### config.mk
export PLATFORM = sky130hd
export DESIGN_NAME = int_ack_controller
export DESIGN_NICKNAME = d
export VERILOG_FILES = /design/src/rtl/pic_pkg.sv /design/src/rtl/pic_priority_resolver.sv /design/src/rtl/int_ack_controller.sv
export SDC_FILE = /design/constraint.sdc
export NUM_CORES = 1
export LEC_CHECK = 0
export CAP_MARGIN = 20
export CORE_AREA = 4 4 101 103
export DETAILED_ROUTE_END_ITERATION = 7
export DIE_AREA = 0 0 105 107
export PLACE_DENSITY = 0.69
export SLEW_MARGIN = 20
export SYNTH_ARGS = -nofsm -noshare
export SYNTH_HDL_FRONTEND = slang
export SYNTH_SLANG_ARGS = --single-unit
### constraint.sdc
create_clock -name CLK -period 10.55 [get_ports CLK]
set_input_delay 1.5825 -clock CLK [delete_from_list [all_inputs] [get_ports CLK]]
set_output_delay 1.5825 -clock CLK [all_outputs]
set_load 0.01 [all_outputs]
### src/rtl/pic_pkg.sv
// Shared encodings for the interrupt acknowledge controller: config word types,
// status read selects, OCW2 commands, acknowledge FSM states.
package pic_pkg;

  localparam logic [2:0] FLAG_ICW1 = 3'd0;
  localparam logic [2:0] FLAG_ICW2 = 3'd1;
  localparam logic [2:0] FLAG_ICW3 = 3'd2;
  localparam logic [2:0] FLAG_ICW4 = 3'd3;
  localparam logic [2:0] FLAG_OCW1 = 3'd4;
  localparam logic [2:0] FLAG_OCW2 = 3'd5;
  localparam logic [2:0] FLAG_OCW3 = 3'd6;

  localparam logic [2:0] RD_IMR   = 3'b011;
  localparam logic [2:0] RD_IRR_A = 3'b001;
  localparam logic [2:0] RD_IRR_B = 3'b111;
  localparam logic [2:0] RD_ISR   = 3'b101;

  localparam logic [2:0] OCW2_NS_EOI     = 3'b001;
  localparam logic [2:0] OCW2_SP_EOI     = 3'b011;
  localparam logic [2:0] OCW2_ROT_NS_EOI = 3'b101;
  localparam logic [2:0] OCW2_ROT_SP_EOI = 3'b111;
  localparam logic [2:0] OCW2_SET_PRI    = 3'b110;

  typedef enum logic [1:0] {
    ST_IDLE = 2'd0,
    ST_ACK1 = 2'd1,
    ST_ACK2 = 2'd2
  } state_e;

  // 0 = highest priority; the level just above LP ranks first.
  function automatic logic [2:0] prio_rank(input logic [2:0] irq, input logic [2:0] lp);
    return irq - lp - 3'd1;
  endfunction

endpackage

### src/rtl/pic_priority_resolver.sv
// Rotating-priority resolver: picks the set request closest above the
// lowest-priority pointer, wrapping modulo 8.
module pic_priority_resolver (
  input  logic [7:0] req,
  input  logic [2:0] lp,
  output logic       valid,
  output logic [2:0] winner
);

  logic [2:0] idx;

  // Scan from lowest to highest priority so the last hit is the winner.
  always_comb begin
    valid  = 1'b0;
    winner = 3'd0;
    idx    = 3'd0;
    for (int i = 8; i >= 1; i--) begin
      idx = lp + 3'(i);
      if (req[idx]) begin
        valid  = 1'b1;
        winner = idx;
      end
    end
  end

endmodule

### src/rtl/int_ack_controller.sv
// 8-level interrupt controller: request/in-service/mask registers, fully nested
// priority, two-pulse acknowledge cycle returning {base, level}.
module int_ack_controller
  import pic_pkg::*;
(
  input  logic       CLK,
  input  logic       RST,
  input  logic       CFG_WE,
  input  logic [2:0] FLAG,
  input  logic [7:0] CFG_DATA,
  input  logic [7:0] IR,
  input  logic       INTA,
  input  logic       RD_EN,
  input  logic [2:0] RD_SEL,
  output logic       INT,
  output logic [7:0] DOUT,
  output logic       DOUT_EN
);

  state_e     state_q, state_d;
  logic [7:0] irr_q, irr_d, isr_q, isr_d, imr_q, imr_d, ir_prev_q, ir_prev_d;
  logic [2:0] lp_q, lp_d, w_q, w_d;
  logic [4:0] base_q, base_d;
  logic       aeoi_q, aeoi_d, ltim_q, ltim_d, init_done_q, init_done_d;
  logic       inta_prev_q, inta_prev_d, int_q, int_d, spur_q, spur_d;

  logic [7:0] cand;
  logic       req_valid, isr_valid, inta_fall, inta_rise;
  logic [2:0] req_win, isr_win, lvl;

  assign cand = irr_q & ~imr_q;

  pic_priority_resolver u_req_res (.req(cand),  .lp(lp_q), .valid(req_valid), .winner(req_win));
  pic_priority_resolver u_isr_res (.req(isr_q), .lp(lp_q), .valid(isr_valid), .winner(isr_win));

  always_comb begin
    state_d     = state_q;
    isr_d       = isr_q;
    imr_d       = imr_q;
    lp_d        = lp_q;
    w_d         = w_q;
    base_d      = base_q;
    aeoi_d      = aeoi_q;
    ltim_d      = ltim_q;
    init_done_d = init_done_q;
    spur_d      = spur_q;
    ir_prev_d   = IR;
    inta_prev_d = INTA;
    inta_fall   = inta_prev_q & ~INTA;
    inta_rise   = ~inta_prev_q & INTA;
    lvl         = CFG_DATA[2:0];
    irr_d       = ltim_q ? IR : (irr_q | (IR & ~ir_prev_q));

    // EOI uses the pre-acknowledge ISR; an ack in the same cycle is applied after.
    if (CFG_WE && FLAG == FLAG_OCW2) begin
      case (CFG_DATA[7:5])
        OCW2_NS_EOI:     if (isr_valid) isr_d[isr_win] = 1'b0;
        OCW2_SP_EOI:     isr_d[lvl] = 1'b0;
        OCW2_ROT_NS_EOI: if (isr_valid) begin
                           isr_d[isr_win] = 1'b0;
                           lp_d           = isr_win;
                         end
        OCW2_ROT_SP_EOI: begin
                           isr_d[lvl] = 1'b0;
                           lp_d       = lvl;
                         end
        OCW2_SET_PRI:    lp_d = lvl;
        default:         ;
      endcase
    end

    int_d = init_done_q && req_valid &&
            (!isr_valid || (prio_rank(req_win, lp_q) < prio_rank(isr_win, lp_q)));

    case (state_q)
      ST_IDLE: if (inta_fall) begin
        state_d = ST_ACK1;
        int_d   = 1'b0;
        if (req_valid) begin
          w_d            = req_win;
          spur_d         = 1'b0;
          isr_d[req_win] = 1'b1;
          irr_d[req_win] = 1'b0;
        end else begin
          w_d    = 3'd7;
          spur_d = 1'b1;
        end
      end
      ST_ACK1: if (inta_fall) state_d = ST_ACK2;
      ST_ACK2: if (inta_rise) begin
        state_d = ST_IDLE;
        if (aeoi_q && !spur_q) isr_d[w_q] = 1'b0;
      end
      default: state_d = ST_IDLE;
    endcase

    if (CFG_WE) begin
      case (FLAG)
        FLAG_ICW1: begin
          irr_d       = 8'h00;
          isr_d       = 8'h00;
          imr_d       = 8'h00;
          init_done_d = 1'b0;
          lp_d        = 3'd7;
          ltim_d      = CFG_DATA[3];
          state_d     = ST_IDLE;
        end
        FLAG_ICW2: begin
          base_d      = CFG_DATA[7:3];
          init_done_d = 1'b1;
        end
        FLAG_ICW4: aeoi_d = CFG_DATA[1];
        FLAG_OCW1: imr_d  = CFG_DATA;
        FLAG_ICW3, FLAG_OCW2, FLAG_OCW3: ;
        default: ;
      endcase
    end
  end

  always_ff @(posedge CLK) begin
    if (RST) begin
      state_q     <= ST_IDLE;
      irr_q       <= 8'h00;
      isr_q       <= 8'h00;
      imr_q       <= 8'h00;
      ir_prev_q   <= 8'h00;
      lp_q        <= 3'd7;
      w_q         <= 3'd0;
      base_q      <= 5'd0;
      aeoi_q      <= 1'b0;
      ltim_q      <= 1'b0;
      init_done_q <= 1'b0;
      inta_prev_q <= 1'b1;
      int_q       <= 1'b0;
      spur_q      <= 1'b0;
    end else begin
      state_q     <= state_d;
      irr_q       <= irr_d;
      isr_q       <= isr_d;
      imr_q       <= imr_d;
      ir_prev_q   <= ir_prev_d;
      lp_q        <= lp_d;
      w_q         <= w_d;
      base_q      <= base_d;
      aeoi_q      <= aeoi_d;
      ltim_q      <= ltim_d;
      init_done_q <= init_done_d;
      inta_prev_q <= inta_prev_d;
      int_q       <= int_d;
      spur_q      <= spur_d;
    end
  end

  assign INT = int_q;

  always_comb begin
    DOUT    = 8'h00;
    DOUT_EN = 1'b0;
    if (state_q == ST_ACK2 && !INTA) begin
      DOUT    = {base_q, w_q};
      DOUT_EN = 1'b1;
    end else if (state_q == ST_IDLE && RD_EN) begin
      DOUT_EN = 1'b1;
      case (RD_SEL)
        RD_IMR:             DOUT = imr_q;
        RD_IRR_A, RD_IRR_B: DOUT = irr_q;
        RD_ISR:             DOUT = isr_q;
        default:            DOUT = 8'h00;
      endcase
    end
  end

endmodule
==> impl_metrics.py, run 1 <==
metrics = {
    "place": {
        "gp_congestion": 0.963,
        "port_buffers": 36,
        "hpwl_um": 10200,
        "place_ws_ns": 5.09,
    },
    "layout": {
        "drive_gt1_share_pct": 11.5,
        "multi_input_area_sq_um": 3220,
        "regArea_sq_um": 1020,
        "final_common_cell": "nor2_1",
        "n_antenna_cell": 0,
        "area_growth_pct": 9.03,
        "fill_cells": 886,
        "layout.nets": 582,
        "layout_common_cells": "nor2_1, dfxtp_1, nand2_1",
    },
    "global_routing": {
        "grt-ovfl-total": 0,
        "grt_pass1_vias": 4065,
        "antenna_found_initial": 0,
        "grt_max_degree": 34,
        "grt.total_usage_pct": 23.7,
        "grt_pass1_wl_um": 21700,
    },
    "worst_setup_path": {
        "rr_worst_depth": 14,
        "r2r_setup_slack_ns": 5.27,
        "r2r-end": "INT",
        "worstPathArrival_ns": 3.91,
        "crit_chain": "clkdlybuf4s50_1 > nand2_1 > nor3_1 > o221ai_1 > o21ai_0 > clkdlybuf4s50_1",
        "slowest_delay_ns": 0.67,
        "critPathLaunchType": "primary input",
        "crit_path_frequent_cell": "clkdlybuf4s50_1",
        "crit_slowest_cell": "nor3_1",
        "worstPathRequired_ns": 8.97,
        "cp_num_buf_inv": 2,
        "criticalPathCategory": "in2out",
        "crit_fanout": 8,
        "reg2reg_from": "lp_q[0]",
        "crit_family": "buffers and inverters",
        "path_depth": 6,
        "critPathCaptureType": "primary output",
    },
    "min_path": {
        "hold_end": "aeoi_q",
        "min_path_type": "reg2reg",
        "holdPathStages": 2,
        "min_from": "aeoi_q",
    },
    "route": {
        "ant_nets": 0,
        "drtPass1Iterations": 5,
        "viasPerCell": 6.67,
        "routedWlPerCell_um": 20.8,
        "first_iter_violations": 403,
        "drc_errors": 0,
        "drt_wl_total_um": 13700,
        "dr_total_vias": 4393,
    },
    "power_and_ir_drop": {
        "p_leak_uw": 0.00179,
        "ir_worst_vdd_uv": 85.6,
        "power_density_nw_per_um2": 130,
    },
    "yosys": {
        "synth_edf_count": 0,
        "synth_async_sr_flop_share_pct": 0,
        "synth_flop_cell": "dfxtp_1",
        "synth_fp_nets": 566,
        "postSynthCellCount": 531,
        "yosys_warnings": 0,
        "ys_types": 88,
        "synth_area_sq_um": 4560,
        "synth_seq_cells": 51,
        "avgSynthCellArea_sq_um": 8.59,
        "ys_seq_area_share_pct": 22.4,
    },
    "timing": {
        "setup_tns_ns": 0,
        "worst_pin_slew_ns": 1.11,
        "fin_skew_ns": 0.00999,
        "hold_viol": 0,
        "setup_viol": 0,
        "min_period_ns": 5.50,
        "report.final.slew_viol_count": 0,
        "min_period_over_period_pct": 52.1,
        "slew-limit-headroom_pct": 25.3,
        "fin_ws_ns": 5.05,
        "fmax_mhz": 182,
        "rsz0062_at_grt": "no",
    },
    "clocking": {
        "cts_resized": 0,
        "ctsHoldBuffers": 0,
        "worstSkewPairLatency_ns": 0.31,
        "cts_setup_buffers": 0,
        "clkSinkCount": 51,
        "cts_max_level": 2,
        "cts_inserted_buffers": 5,
        "cts-root-buf": "clkbuf_8",
        "cts_tree": "yes",
        "cts_buffer_depth": 2,
        "clk_pin_slew_ns": 0.09,
    },
    "floorplan": {
        "die_x_um": 105,
        "start_util_pct": 49.6,
        "ios": 37,
        "dieArea_sq_um": 11200,
        "coreArea_sq_um": 9200,
        "fp.dieH_um": 107,
        "row_count": 35,
    },
    "job": {
        "max_cap_viol_count": 0,
    },
    "run_status": {
        "status": "finished, final reports clean",
    },
}
## worst register-to-register path, delay by kind of cell, from the launching register on
family	cells	cell delay (ns)
compound gates	6	1.33
fa+ha+maj	3	1.60
buf+inv	1	0.22
flops	1	0.92
mux	2	0.98
simple gates	2	0.18
## routing by layer
| layer | GRT usage [%] | routed length (um) |
|---|---|---|
| met1 | 33.1 | 5990 |
| met2 | 39.0 | 6280 |
| met3 | 2.95 | 1130 |
| met4 | 5.90 | 332 |
| met5 | 0 | 0 |
## worst max path at each step
stage	startpoint	endpoint	slack (ns)
6_report	RD_EN	DOUT[7]	5.05
4_1_cts	RD_EN	DOUT[2]	5.07
3_3_place_gp	RD_EN	DOUT[1]	5.11
2_1_floorplan	RD_EN	DOUT[0]	6.39
3_5_place_dp	RD_EN	DOUT[2]	5.09
5_1_grt	RD_EN	DOUT[6]	4.84
## layout make-up
class                      instances  area share, %
clock buffer                       6           1.66
clock inverter                     2          0.780
inverter                          19           1.53
multi-input combinational        430           64.8
sequential                        51           20.6
tap                              111           2.79
timing repair buffer              40           7.85
## power by group
| part | internal [uW] | switching (uW) | leakage (uW) |
|---|---|---|---|
| logic | 112 | 158 | 0.00131 |
| registers | 206 | 23.2 | 0.000417 |
| clock network | 78.1 | 68.0 | 0.0000618 |
| total | 396 | 249 | 0.00179 |
## Yosys cell counts (all sizes together), types with 4 or more instances
cell | number | share of area [%]
xor2 | 4 | 1.1
nor3b | 4 | 0.77
o221ai | 10 | 1.9
and2 | 6 | 0.82
a31oi | 8 | 1.4
nor2b | 19 | 2.6
mux4 | 21 | 11
a311o | 5 | 1.1
a31o | 5 | 0.96
mux2 | 4 | 1.1
nor3 | 12 | 1.3
dfxtp | 51 | 22
o31a | 4 | 0.77
nand3 | 18 | 2.0
nand2 | 46 | 3.8
mux2i | 34 | 7.8
nor2 | 54 | 4.4
buf | 13 | 3.0
a311oi | 11 | 2.1
o21ai | 28 | 3.1
a21boi | 10 | 1.6
nand3b | 4 | 0.66
ha | 6 | 1.6
xnor2 | 8 | 1.7
nand2b | 12 | 1.6
nor4 | 4 | 0.55
inv | 17 | 1.5
clkbuf | 17 | 1.8
a21oi | 36 | 4.0
## flip-flops by register name, summed over array words and instances, names as in the netlist, 2 cells and up
register	cells
base_q	5
imr_q	8
ir_prev_q	8
irr_q	8
isr_q	8
lp_q	3
state_q	2
w_q	3
## cell families (layout without fill, tap and decap cells)
group | count (synthesis) | in the layout | share of synthesized area [%]
simple gates | 197 | 197 | 21.5
mux | 59 | 59 | 19.4
compound gates | 154 | 154 | 24.4
flops | 51 | 51 | 22.4
buf+inv | 50 | 67 | 6.94
xor+xnor | 12 | 12 | 2.80
fa+ha+maj | 8 | 8 | 2.52
## through the flow
step	hold WS, ns	total power, uW	instance area, sq um	cells	util (%)
5_1_grt	0.509	674	4970	659	54.1
3_5_place_dp	0.470	495	4850	651	52.7
4_1_cts	0.480	639	4970	659	54.1
6_report	0.479	645	4970	659	54.1
3_3_place_gp	0.459	489	4850	651	52.7
2_1_floorplan	0.445	419	4560	531	-
(Power assumes the default switching activity.)
==> run 2: changes to the inputs <==
PLACE_DENSITY = 0.72   (was 0.69)
clock period = 4.6 ns   (was 10.55 ns; I/O delays follow)
==> run 2 against run 1 <==
Clock skew is 0.0030 ns higher; wire length is 3.3% higher; clock-buffer cell count is 1 lower; highest routed layer unchanged; largest cell class unchanged; critical endpoint is now INT; first-iteration DRC count is 16% lower.
==> impl_metrics.py, run 2 (synthesized netlist as in run 1, its figures left out) <==
metrics = {
    "route": {
        "routedWlPerCell_um": 21.3,
        "drtPass1Iterations": 5,
        "drt_wl_total_um": 14200,
        "ant_nets": 0,
        "dr_total_vias": 4556,
        "first_iter_violations": 340,
        "drc_errors": 0,
        "viasPerCell": 6.83,
    },
    "timing": {
        "fmax_mhz": 240,
        "report.final.slew_viol_count": 0,
        "min_period_ns": 4.17,
        "hold_viol": 0,
        "setup_viol": 0,
        "worst_pin_slew_ns": 1.03,
        "slew-limit-headroom_pct": 30.6,
        "setup_tns_ns": 0,
        "fin_skew_ns": 0.0130,
        "min_period_over_period_pct": 90.6,
        "rsz0062_at_grt": "no",
    },
    "run_status": {
        "status": "finished, final reports clean",
    },
    "layout": {
        "layout_common_cells": "nor2_1, dfxtp_1, nand2_1",
        "multi_input_area_sq_um": 3220,
        "drive_gt1_share_pct": 12.8,
        "fin_util_pct": 54.5,
        "area_growth_pct": 9.93,
        "n_antenna_cell": 0,
        "fill_cells": 869,
        "regArea_sq_um": 1020,
        "layout.nets": 591,
        "final_common_cell": "nor2_1",
    },
    "worst_setup_path": {
        "criticalPathCategory": "reg2reg",
        "critPathCaptureType": "flip-flop",
        "worstPathRequired_ns": 4.86,
        "critPathLaunchType": "flip-flop",
        "crit_fanout": 11,
        "reg2reg_from": "lp_q[0]",
        "worstPathArrival_ns": 4.42,
        "r2r_setup_slack_ns": 0.43,
        "setup.worst_path.start": "lp_q[0]",
        "rr_worst_depth": 16,
    },
    "min_path": {
        "min_path_type": "reg2reg",
        "holdPathStages": 2,
        "min_from": "ltim_q",
    },
    "clocking": {
        "cts_max_level": 2,
        "ctsHoldBuffers": 0,
        "cts_setup_buffers": 0,
        "cts_resized": 0,
        "clk_pin_slew_ns": 0.09,
        "cts_buffer_depth": 2,
        "cts_inserted_buffers": 5,
        "cts_tree": "yes",
        "clkSinkCount": 51,
        "cts-root-buf": "clkbuf_8",
        "worstSkewPairLatency_ns": 0.32,
    },
    "global_routing": {
        "grt_pass1_wl_um": 22400,
        "grt-ovfl-total": 0,
        "grt_pass1_vias": 4286,
        "antenna_found_initial": 0,
        "grt_max_degree": 27,
        "grt.total_usage_pct": 24.6,
    },
    "power_and_ir_drop": {
        "power_density_nw_per_um2": 282,
        "p_leak_uw": 0.00182,
        "ir_worst_vdd_uv": 195,
    },
    "place": {
        "gp_congestion": 1.00,
        "hpwl_um": 10700,
        "port_buffers": 36,
    },
    "job": {
        "max_cap_viol_count": 0,
    },
    "floorplan": {
        "coreArea_sq_um": 9200,
        "row_count": 35,
        "die_x_um": 105,
        "dieArea_sq_um": 11200,
        "fp.dieH_um": 107,
        "ios": 37,
        "start_util_pct": 49.6,
    },
}
## run 2: cell type report
type / instances / share of cell area [%]
Multi-Input combinational cell: 430 / 64.3
Clock buffer: 5 / 1.37
Clock inverter: 2 / 0.275
Inverter: 19 / 1.52
Sequential cell: 51 / 20.4
Timing Repair Buffer: 49 / 9.38
Tap cell: 111 / 2.77
## run 2: through the flow
stage               setup slack, ns  total power [uW]  cell area, sq um  hold slack [ns]  cells
detailed placement            0.445              1140              4930            0.470    660
global placement              0.577              1140              4930            0.459    660
floorplan                     0.527               962              4560            0.445    531
global route                  0.186              1480              5010            0.502    667
finish                        0.433              1410              5010            0.484    667
CTS                           0.445              1400              5010            0.483    667
## run 2: worst max-delay path, stage by stage (launching register included)
cell      delay [ns]
dfxtp_2         0.49
inv_6           0.04
ha_1            0.47
buf_4           0.24
clkinv_1        0.26
a21oi_1         0.25
xnor2_1         0.20
mux2i_1         0.13
a221o_1         0.33
a31o_2          0.34
fa_1            0.41
xor2_1          0.16
xnor2_1         0.14
ha_1            0.30
a21oi_1         0.13
o21ai_0         0.09
nor2_1          0.12
## run 2: routing by layer
metal  global-route usage [%]  wire (um)  vias to the layer above
li1                         -          -                     2061
met1                     33.0       6000                     2189
met2                     40.9       6610                      273
met3                     3.13       1200                       33
met4                     8.25        368                        0
met5                        0          0                        -
## run 2: report_power, final
part / leakage [uW] / internal (uW) / switching, uW
logic: 0.00136 / 268 / 362
clock network: 0.0000440 / 104 / 152
registers: 0.000417 / 473 / 55.1
## run 2: path summary, 6_finish.rpt
path | end
worst max register to register | INT
worst max-delay path | INT
worst min register to register | ltim_q
worst min-delay path | ltim_q
==> run 3: changes to the inputs <==
MAX_ROUTING_LAYER = met4   (was unset)
TNS_END_PERCENT = 50   (was unset)
==> run 3 against run 2 <==
Global-route usage down 0.23 points; wire length shrank 3.8%; critical path depth unchanged; first-iteration DRC count is 0.29% lower; clock-buffer cell count up 1; die area stayed put; critical path type unchanged; largest cell class unchanged; largest power group unchanged.
==> impl_metrics.py, run 3 (synthesized netlist as in run 1, its figures left out) <==
metrics = {
    "run_status": {
        "status": "finished, final reports clean",
    },
    "layout": {
        "n_antenna_cell": 0,
        "final_common_cell": "nor2_1",
        "fill_cells": 861,
        "regArea_sq_um": 1020,
        "layout.nets": 592,
        "drive_gt1_share_pct": 12.9,
        "area_growth_pct": 11.2,
        "multi_input_area_sq_um": 3220,
        "layout_common_cells": "nor2_1, dfxtp_1, nand2_1",
    },
    "global_routing": {
        "antenna_found_initial": 0,
        "grt_pass1_wl_um": 21800,
        "grt_pass1_vias": 4244,
        "grt_max_degree": 32,
        "grt-ovfl-total": 0,
        "grt.total_usage_pct": 24.3,
    },
    "floorplan": {
        "fp.dieH_um": 107,
        "dieArea_sq_um": 11200,
        "die_x_um": 105,
        "start_util_pct": 49.6,
        "coreArea_sq_um": 9200,
        "ios": 37,
        "row_count": 35,
    },
    "route": {
        "drt_wl_total_um": 13600,
        "ant_nets": 0,
        "dr_total_vias": 4463,
        "viasPerCell": 6.67,
        "first_iter_violations": 339,
        "routedWlPerCell_um": 20.4,
        "drc_errors": 0,
        "drtPass1Iterations": 7,
    },
    "timing": {
        "min_period_ns": 4.20,
        "slew-limit-headroom_pct": 31.7,
        "worst_pin_slew_ns": 1.02,
        "setup_tns_ns": 0,
        "fmax_mhz": 238,
        "report.final.slew_viol_count": 0,
        "min_period_over_period_pct": 91.2,
        "setup_viol": 0,
        "rsz0062_at_grt": "no",
        "hold_viol": 0,
        "fin_skew_ns": 0.00816,
    },
    "clocking": {
        "cts_max_level": 2,
        "cts_tree": "yes",
        "clk_pin_slew_ns": 0.09,
        "clkSinkCount": 51,
        "worstSkewPairLatency_ns": 0.31,
        "cts_inserted_buffers": 5,
        "cts-root-buf": "clkbuf_8",
        "cts_setup_buffers": 0,
        "ctsHoldBuffers": 0,
        "cts_resized": 0,
        "cts_buffer_depth": 2,
    },
    "power_and_ir_drop": {
        "ir_worst_vdd_uv": 181,
        "power_uw": 1520,
        "p_leak_uw": 0.00185,
        "power_density_nw_per_um2": 300,
    },
    "worst_setup_path": {
        "critPathCaptureType": "flip-flop",
        "worstPathArrival_ns": 4.44,
        "criticalPathCategory": "reg2reg",
        "crit_fanout": 9,
        "critPathLaunchType": "flip-flop",
        "worstPathRequired_ns": 4.84,
    },
    "min_path": {
        "min_path_type": "reg2reg",
    },
    "job": {
        "max_cap_viol_count": 0,
    },
    "place": {
        "hpwl_um": 10300,
        "port_buffers": 36,
        "gp_congestion": 0.958,
    },
}
run 3: path summary, 6_finish.rpt:
check                             start     end  slack (ns)  cells past startpoint
worst max register to register  lp_q[0]     INT        0.40                     16
worst min register to register   aeoi_q  aeoi_q        0.49                      2
worst min-delay path             aeoi_q  aeoi_q        0.49                      2
worst max-delay path            lp_q[0]     INT        0.40                     16
run 3: power by group:
group,internal [uW],switching (uW)
Sequential,473,53.5
Combinational,265,362
Clock,217,151
run 3: worst max-delay path: stages (launching register included):
cell and delay [ns]:
dfxtp_2 0.46, inv_6 0.04, ha_1 0.51, clkinv_1 0.35
mux4_2 0.43, o21ai_0 0.19, o311a_1 0.18, o211a_1 0.37
ha_1 0.21, inv_1 0.05, fa_1 0.40, xor2_1 0.16
xnor2_1 0.18, ha_1 0.26, a21oi_1 0.12, o21ai_0 0.09
nor2_1 0.14
run 3: per-stage QoR:
step / cells / utilization, % / hold slack (ns) / worst slack (ns) / cell area, sq um
detailed placement: 661 / 53.7 / 0.476 / 0.474 / 4940
CTS: 669 / 55.1 / 0.489 / 0.420 / 5070
global placement: 661 / 53.7 / 0.462 / 0.597 / 4940
floorplan: 531 / - / 0.445 / 0.527 / 4560
global route: 669 / 55.1 / 0.524 / 0.159 / 5070
finish: 669 / 55.1 / 0.491 / 0.403 / 5070
run 3: cell type report:
class                      count  share of cell area [%]
inverter                      19                    1.51
clock buffer                   6                    1.43
sequential                    51                    20.2
multi-input combinational    430                    63.6
tap                          111                    2.74
clock inverter                 2                    1.18
timing repair buffer          50                    9.43
run 3: layer usage:
metal	track usage [%]	routed length, um
met1	32.0	5880
met2	38.5	6250
met3	3.31	1090
met5	-	0
met4	8.90	414
